## src/rtl/imem_program_loader.sv

```systemverilog
// Loads a framed word stream (header, payload, checksum) into instruction memory
// from word 0 upward, holding the CPU in reset until the frame validates.
module imem_program_loader #(
    parameter int          ADDR_W = 8,
    parameter int          DEPTH  = 256,
    parameter logic [15:0] MAGIC  = 16'hB007
) (
    input  logic              clk,
    input  logic              reset,
    input  logic              s_valid,
    input  logic [31:0]       s_data,
    output logic              s_ready,
    input  logic              restart,
    output logic              imem_we,
    output logic [ADDR_W-1:0] imem_addr,
    output logic [31:0]       imem_wdata,
    output logic              cpu_reset,
    output logic              done,
    output logic              error,
    output logic [15:0]       words_loaded,
    output logic [2:0]        fsm_state
);

    // Stream handshake: a beat transfers on a rising clk edge when s_valid and
    // s_ready are both 1; s_data is only looked at on such beats. s_ready is
    // a pure decode of state (and reset), never of s_valid.

    typedef enum logic [2:0] {
        ST_IDLE  = 3'd0,
        ST_LOAD  = 3'd1,
        ST_CHECK = 3'd2,
        ST_RUN   = 3'd3,
        ST_ERROR = 3'd4
    } state_t;

    localparam logic [16:0] DEPTH_L = 17'(DEPTH);

    state_t      state;
    state_t      next_state;
    logic [15:0] count;
    logic [31:0] acc;
    logic        beat;
    logic        hdr_ok;
    logic        last_payload;

    assign hdr_ok       = (s_data[31:16] == MAGIC) && ({1'b0, s_data[15:0]} <= DEPTH_L);
    assign last_payload = (words_loaded + 16'd1) == count;

    always_ff @(posedge clk or negedge reset) begin
        if (!reset) begin
            state <= ST_IDLE;
        end else begin
            state <= next_state;
        end
    end

    always_comb begin
        next_state = state;
        case (state)
            ST_IDLE: begin
                if (beat) begin
                    if (!hdr_ok)                    next_state = ST_ERROR;
                    else if (s_data[15:0] == 16'd0) next_state = ST_CHECK;
                    else                            next_state = ST_LOAD;
                end
            end
            ST_LOAD: begin
                if (beat && last_payload) next_state = ST_CHECK;
            end
            ST_CHECK: begin
                if (beat) next_state = (s_data == acc) ? ST_RUN : ST_ERROR;
            end
            ST_RUN, ST_ERROR: begin
                if (restart) next_state = ST_IDLE;
            end
            default: next_state = ST_IDLE;
        endcase
    end

    always_comb begin
        s_ready   = 1'b0;
        fsm_state = state;
        if (state == ST_IDLE || state == ST_LOAD || state == ST_CHECK) begin
            s_ready = reset;
        end
        beat = s_valid && s_ready;
    end

    // Status flags follow next_state so they change on the same edge as the state.
    always_ff @(posedge clk or negedge reset) begin
        if (!reset) begin
            imem_we      <= 1'b0;
            imem_addr    <= '0;
            imem_wdata   <= '0;
            cpu_reset    <= 1'b1;
            done         <= 1'b0;
            error        <= 1'b0;
            words_loaded <= '0;
            count        <= '0;
            acc          <= '0;
        end else begin
            imem_we   <= 1'b0;
            done      <= (next_state == ST_RUN);
            error     <= (next_state == ST_ERROR);
            cpu_reset <= (next_state != ST_RUN);
            case (state)
                ST_IDLE: begin
                    if (beat) begin
                        count        <= s_data[15:0];
                        acc          <= '0;
                        words_loaded <= '0;
                    end
                end
                ST_LOAD: begin
                    if (beat) begin
                        imem_we      <= 1'b1;
                        imem_addr    <= words_loaded[ADDR_W-1:0];
                        imem_wdata   <= s_data;
                        acc          <= acc + s_data;
                        words_loaded <= words_loaded + 16'd1;
                    end
                end
                ST_RUN, ST_ERROR: begin
                    if (restart) words_loaded <= '0;
                end
                default: ;
            endcase
        end
    end

endmodule

```

## config.mk

```make
export PLATFORM = sky130hd
export DESIGN_NAME = imem_program_loader
export DESIGN_NICKNAME = d
export VERILOG_FILES = /design/src/rtl/imem_program_loader.sv
export SDC_FILE = /design/constraint.sdc
export NUM_CORES = 1
export LEC_CHECK = 0
export ABC_CLOCK_PERIOD_IN_PS = 4000
export CORE_MARGIN = 5
export CORE_UTILIZATION = 55
export CTS_BUF_LIST = sky130_fd_sc_hd__clkbuf_8
export CTS_CLUSTER_SIZE = 12
export DETAILED_ROUTE_END_ITERATION = 16
export PLACE_DENSITY = 0.81
export SLEW_MARGIN = 20
export SYNTH_ARGS = -nofsm -noshare
export SYNTH_HDL_FRONTEND = slang
export SYNTH_SLANG_ARGS = --single-unit
```

## constraint.sdc

```tcl
create_clock -name clk -period 4 [get_ports clk]
set_clock_uncertainty 0.1 [all_clocks]
set_input_delay 0.6 -clock clk [delete_from_list [all_inputs] [get_ports clk]]
set_output_delay 0.6 -clock clk [all_outputs]
set_load 0.05 [all_outputs]
```

==> reports/results.txt, run 1 <==
Routed via count: 6,054
Crit start category: primary input
Core ar.: 0.0120 mm2
Sink Count: 111
Layout cells sized above 1: 6.99%
Post-synthesis cell area: 0.00672 mm2
Max Freq: 308 MHz
R2R cell count: 7
Post CTS Setup Buffer Count: 0
DIE HEIGHT: 121 um
Top cell type's share of synthesized area: 40.9%
Post-Synthesis Cells: 760
Gr ovfl total: 0
Final HPWL DP: 13,500 um
Net count after synthesis: 829
Ys Warns: 0
Netlist cell types: 71
Gr usage total: 25.9%
Critical path startpoint: s_data[0]
Final worst path period need: 3240 ps
# IOs: 100
CP cell instances: clkdlybuf4s50_1 -> ha_1 -> fa_1 -> a211oi_1 -> o211ai_1 -> a21oi_1 -> o21ai_1 -> a41o_1 -> a21oi_1 -> xor2_1 -> o21ai_1
Area grow syn2layout: 18.9%
Critical path peak fanout: 4
WHS: 207 ps
Initial antenna violation count: 0
Yosys reg bits: 111
CTS Hold Bufs: 0
Element type at the critical path end: flip-flop
RR Startpoint: fsm_state[0]
VDD IR max: 458 uV
Seq/Total Area, Yosys: 41.3%
Worst slew pin tran: 988 ps
Vias per cell: 6.11
RSZ-0062 raised after global routing: false
H-Tree Depth: 3
Rel. slew slack: 33.9%
Worst Path Arrival: 3420 ps
Max-slew violation count: 0
First DRT Iteration DRCs: 557
Area leader, netlist: dfrtp_1
WS Path Type: in -> reg
Clock buffer depth: 2
Reg2reg setup slack: 800 ps
# rows: 40
Pleak: 3.58 nW
Required time of the critical path: 4170 ps
Largest net degree at the start of global routing: 80
DIE WIDTH: 121 um
Die area: 0.0145 mm2
Cts bufs inserted: 9
ANT nets after route: 0
Root Driver: clkbuf_8
Status: finished, final reports clean
Period utilisation layout: 81.1%
# Max-Cap Violations: 0
Fin area: 0.00800 mm2
# diodes: 0
Routed WL per cell: 18.6 um
Power density over cell area: 765 mW/mm2
FFs w/ async S/R, synth: 100%
Synthesized area per cell: 8.85 um2
DRC Markers: 0
Skew-Pair Late Insertion Delay: 390 ps
Setup TNS: 0 ps
Final Wtd Congestion: 0.949
Starting Density: 56.0%
Routed Wire Length: 18,400 um
Cts repair resizes: 0
Placed cell areas: 0.00781 mm2
Slowest-stage cell, CP: clkdlybuf4s50_1
R2R Path End: acc[31]
Area contributors post-synth: dfrtp_1 (41%), nand2_1 (10%), ha_1 (6.0%)
Clock-pin slew on the worst setup and hold paths: 110 ps
Drt pass-1 iters: 5
Layout Nets: 908
First-pass GRT wire length: 30,000 um
Port Buffers: 99
Worst min path class: in -> async
Final Hold Viols: 0
Post-synth EDFFs: 0
Slowest Stage Delay on Critical Path: 470 ps
CTS tree: yes
Via count of the first global-routing pass: 5,797
Ys flop type: dfrtp_1
Setup Viol. Count Final: 0
==> power by group <==
| part | total, mW | switching (mW) | internal, mW |
|---|---|---|---|
| combinational | 3.58 | 2.23 | 1.35 |
| sequential | 1.85 | 0.305 | 1.55 |
| clock | 0.681 | 0.415 | 0.266 |
| total | 6.12 | 2.95 | 3.17 |
==> flip-flops by register name, summed over array words and instances, names as in the netlist <==
| register | count |
|---|---|
| imem_we | 1 |
| imem_addr | 8 |
| cpu_reset | 1 |
| count | 16 |
| error | 1 |
| acc | 32 |
| words_loaded | 16 |
| done | 1 |
| imem_wdata | 32 |
| fsm_state | 3 |
==> synthesized netlist by cell type, drive strengths merged, types with 11 or more instances <==
cell,number
o31ai,17
ha,32
nor4,15
a21o,12
nand2,183
mux2,16
a21oi,41
nand3,20
xnor2,22
o21ai,62
xor2,27
clkbuf,32
inv,12
dfrtp,110
nor2,25
nor3,11
==> cells in the final DEF (no fill, tap or decap), drive strengths merged, types with 12 or more instances in the layout <==
cell type and instances:
a21oi 41, inv 14, ha 32, dfrtp 110, xnor2 22, o31ai 17, clkdlybuf4s50 98, nand2 183
nor2 25, xor2 27, mux2 16, nand3 20, o21ai 62, a21o 12, nor4 15
==> per-layer routing <==
| layer | vias up | GRT usage [%] | share of wire, % |
|---|---|---|---|
| li1 | 2857 | - | - |
| met1 | 2956 | 36.8 | 45 |
| met2 | 212 | 41.1 | 47 |
| met3 | 29 | 3.74 | 6.2 |
| met4 | 0 | 8.71 | 2.0 |
| met5 | - | 0 | 0 |
==> cell families after synthesis <==
kind of cell / count (synthesis) / share of synthesized area [%]
compound gates: 188 / 18.0
flops: 111 / 41.3
fa+ha+maj: 33 / 6.25
simple gates: 304 / 20.9
mux: 20 / 3.28
xor+xnor: 51 / 7.07
buf+inv: 53 / 3.11
==> cell type report <==
| type | instances | area (um2) |
|---|---|---|
| timing repair buffer | 109 | 1060 |
| tap | 147 | 184 |
| inverter | 12 | 45.0 |
| clock inverter | 5 | 38.8 |
| multi-input combinational | 596 | 3730 |
| clock buffer | 11 | 151 |
| sequential | 111 | 2780 |
| fill | 1017 | 4020 |
==> worst max path at each step <==
stage | endpoint | slack, ps | cells past startpoint
2_1_floorplan | imem_addr[3] | 260 | 9
3_3_place_gp | acc[30] | 420 | 11
3_5_place_dp | acc[30] | 330 | 11
4_1_cts | acc[30] | 750 | 11
5_1_grt | acc[26] | 530 | 11
6_report | acc[30] | 760 | 11
==> critical path: cells and delay by family <==
| kind | cells | cell delay (ps) |
|---|---|---|
| buffers and inverters | 1 | 470 |
| xor gates and xnor gates | 1 | 160 |
| AOI/OAI and AO/OA | 7 | 1490 |
| adders and majority gates | 2 | 690 |
==> per-stage QoR <==
stage	std cells	setup slack (ps)	power (mW)	util [%]
global route	991	533	6.53	66.6
floorplan	760	263	4.43	-
finish	991	756	6.12	66.6
CTS	991	751	6.11	66.6
detailed placement	975	326	5.42	65.0
global placement	975	417	5.33	65.0
(Power assumes the default switching activity.)
==> run 2: changes to the inputs <==
- ABC_CLOCK_PERIOD_IN_PS: 4000 -> 2900
- CORE_UTILIZATION: 55 -> 51
- PLACE_DENSITY: 0.81 -> 0.79
- clock period: 4 -> 2.9 ns (I/O delays scaled with it)
==> reports/results.txt, run 2 (synthesis results as in run 1) <==
Status: finished, final reports clean
VDD IR max: 661 uV (+44%)
FILL cells: 1,001 (-1.6%)
Routed WL per cell: 17.2 um (-7.8%)
RR Startpoint: words_loaded[4]
Root Driver: clkbuf_8
Worst min path class: in -> async
WS Path Type: in -> reg
Internal cell power: 4.97 mW (+57%)
Final Hold Viols: 0 (unchanged)
Worst slew pin tran: 746 ps (-243 ps)
Critical path startpoint: s_data[0]
Setup Viol. Count Final: 0 (unchanged)
Final worst path period need: 2740 ps
Sink Count: 111 (unchanged)
Placed cell count: 1,100 (+13%)
Cts bufs inserted: 9 (unchanged)
Most frequent cells in the layout: nand2_1 (183), dfrtp_1 (106), buf_4 (106)
Drt pass-1 iters: 6 (+1)
DRC Markers: 0 (unchanged)
# Max-Cap Violations: 0 (unchanged)
Period utilisation layout: 94.5%
Comb power frac: 61.9% (+3.3 points)
Layout Nets: 1,005 (+11%)
Critical path peak fanout: 3 (-1)
Via count of the first global-routing pass: 6,171 (+6.5%)
Vias per cell: 5.75 (-5.9%)
Starting Density: 51.4% (-4.6 points)
Initial antenna violation count: 0 (unchanged)
Most common cell after layout, fill and taps aside: nand2_1
Routed Wire Length: 19,200 um (+3.9%)
Skew-Pair Late Insertion Delay: 390 ps (about the same)
Clock buffer depth: 2 (unchanged)
Setup WS post-layout: 160 ps (-596 ps)
Switching Share: 46.1% (-2.1 points)
Layout cells sized above 1: 17.7% (+11 points)
Clock-pin slew on the worst setup and hold paths: 100 ps (about the same)
Pleak: 4.09 nW (+14%)
# diodes: 0 (unchanged)
Area grow syn2layout: 31.8%
CTS tree: yes
Top Registers: acc x32, imem_wdata x32
DIE HEIGHT: 125 um (+3.5%)
# IOs: 100 (unchanged)
Max Freq: 365 MHz
Core ar.: 0.0131 mm2 (+8.9%)
H-Tree Depth: 3 (unchanged)
Dpl ws: -447 ps (-773 ps)
Required time of the critical path: 3100 ps (-1070 ps)
Fin cells: 1,117 (+13%)
DIE WIDTH: 125 um (+3.5%)
Worst Path Arrival: 2940 ps (-480 ps)
Gr ovfl total: 0 (unchanged)
# rows: 42 (+5.0%)
R2R cell count: 8 (+1)
Port Buffers: 99 (unchanged)
Sw power: 4.26 mW (+44%)
Crit start category: primary input
Rel. slew slack: 50.3% (+16 points)
Clock share of power: 10.4% (-0.7 points)
RSZ-0062 raised after global routing: false
Largest net degree at the start of global routing: 61 (-24%)
Routed via count: 6,424 (+6.1%)
ANT nets after route: 0 (unchanged)
First DRT Iteration DRCs: 633 (+14%)
Element type at the critical path end: flip-flop
Reg power frac: 27.8% (-2.5 points)
Final HPWL DP: 14,500 um (+7.1%)
WHS: 119 ps (-87.5 ps)
Final Wtd Congestion: 0.927 (-2.3%)
Die area: 0.0156 mm2 (+7.2%)
First-pass GRT wire length: 31,500 um (+5.0%)
Power density over cell area: 1040 mW/mm2 (+36%)
Max-slew violation count: 0 (unchanged)
Gr usage total: 24.4% (-1.5 points)
[run 2: critical path, cell delays in order]
cell	delay [ps]
clkdlybuf4s50_1	430
ha_1	240
fa_2	380
a211oi_2	220
o211ai_1	140
and2_1	210
o211ai_1	270
o21ai_1	130
a21oi_1	190
xor2_1	90
o31ai_1	200
[run 2: repair_timing]
item,4_1_cts,5_1_grt
pin swaps,0,10
setup buffers,0,1
setup endpoints to repair,3,11
hold buffers,0,0
resized for setup,1,10
[run 2: routing by layer]
layer	part of all wire, %	global-route usage, %	vias to the layer above
met1	43	33.8	3110
met3	6.4	4.03	37
met4	2.1	7.91	0
met5	0	0	-
met2	48	39.2	229
li1	-	-	3048
[run 2: cell type report]
type | count | area (um2) | area share, %
clock inverters | 7 | 66.3 | 0.749
inverters | 12 | 45.0 | 0.508
clock buffers | 9 | 124 | 1.40
repair buffers | 206 | 1830 | 20.6
well taps | 176 | 220 | 2.49
multi-input cells | 596 | 3790 | 42.8
flip-flops and latches | 111 | 2780 | 31.4
[run 2: final timing paths]
kind | slack (ps) | to
max | 160 | acc[18]
min | 120 | acc[7]
max reg2reg | 160 | fsm_state[0]
min reg2reg | 380 | imem_wdata[27]
max in group asynchronous | 1350 | words_loaded[3]
min in group clk | 380 | imem_wdata[27]
[run 2: power groups by stage]
stage / clock [mW] / combinational, mW / sequential, mW
after floorplan: 0 / 2.75 / 3.37
after global placement: 0 / 5.47 / 2.55
after detailed placement: 0 / 5.62 / 2.59
after CTS: 0.969 / 5.65 / 2.56
after global routing: 1.04 / 6.18 / 2.63
final: 0.956 / 5.71 / 2.57
[run 2: per-stage QoR]
stage / power, mW / cell area [um2] / utilization (%) / TNS [ps]
after global placement: 8.02 / 8610 / 65.8 / -3830
after CTS: 9.18 / 8810 / 67.3 / 0
after global routing: 9.85 / 8860 / 67.7 / 0
after detailed placement: 8.20 / 8610 / 65.8 / -4540
final: 9.23 / 8860 / 67.7 / 0
after floorplan: 6.12 / 6740 / - / 0
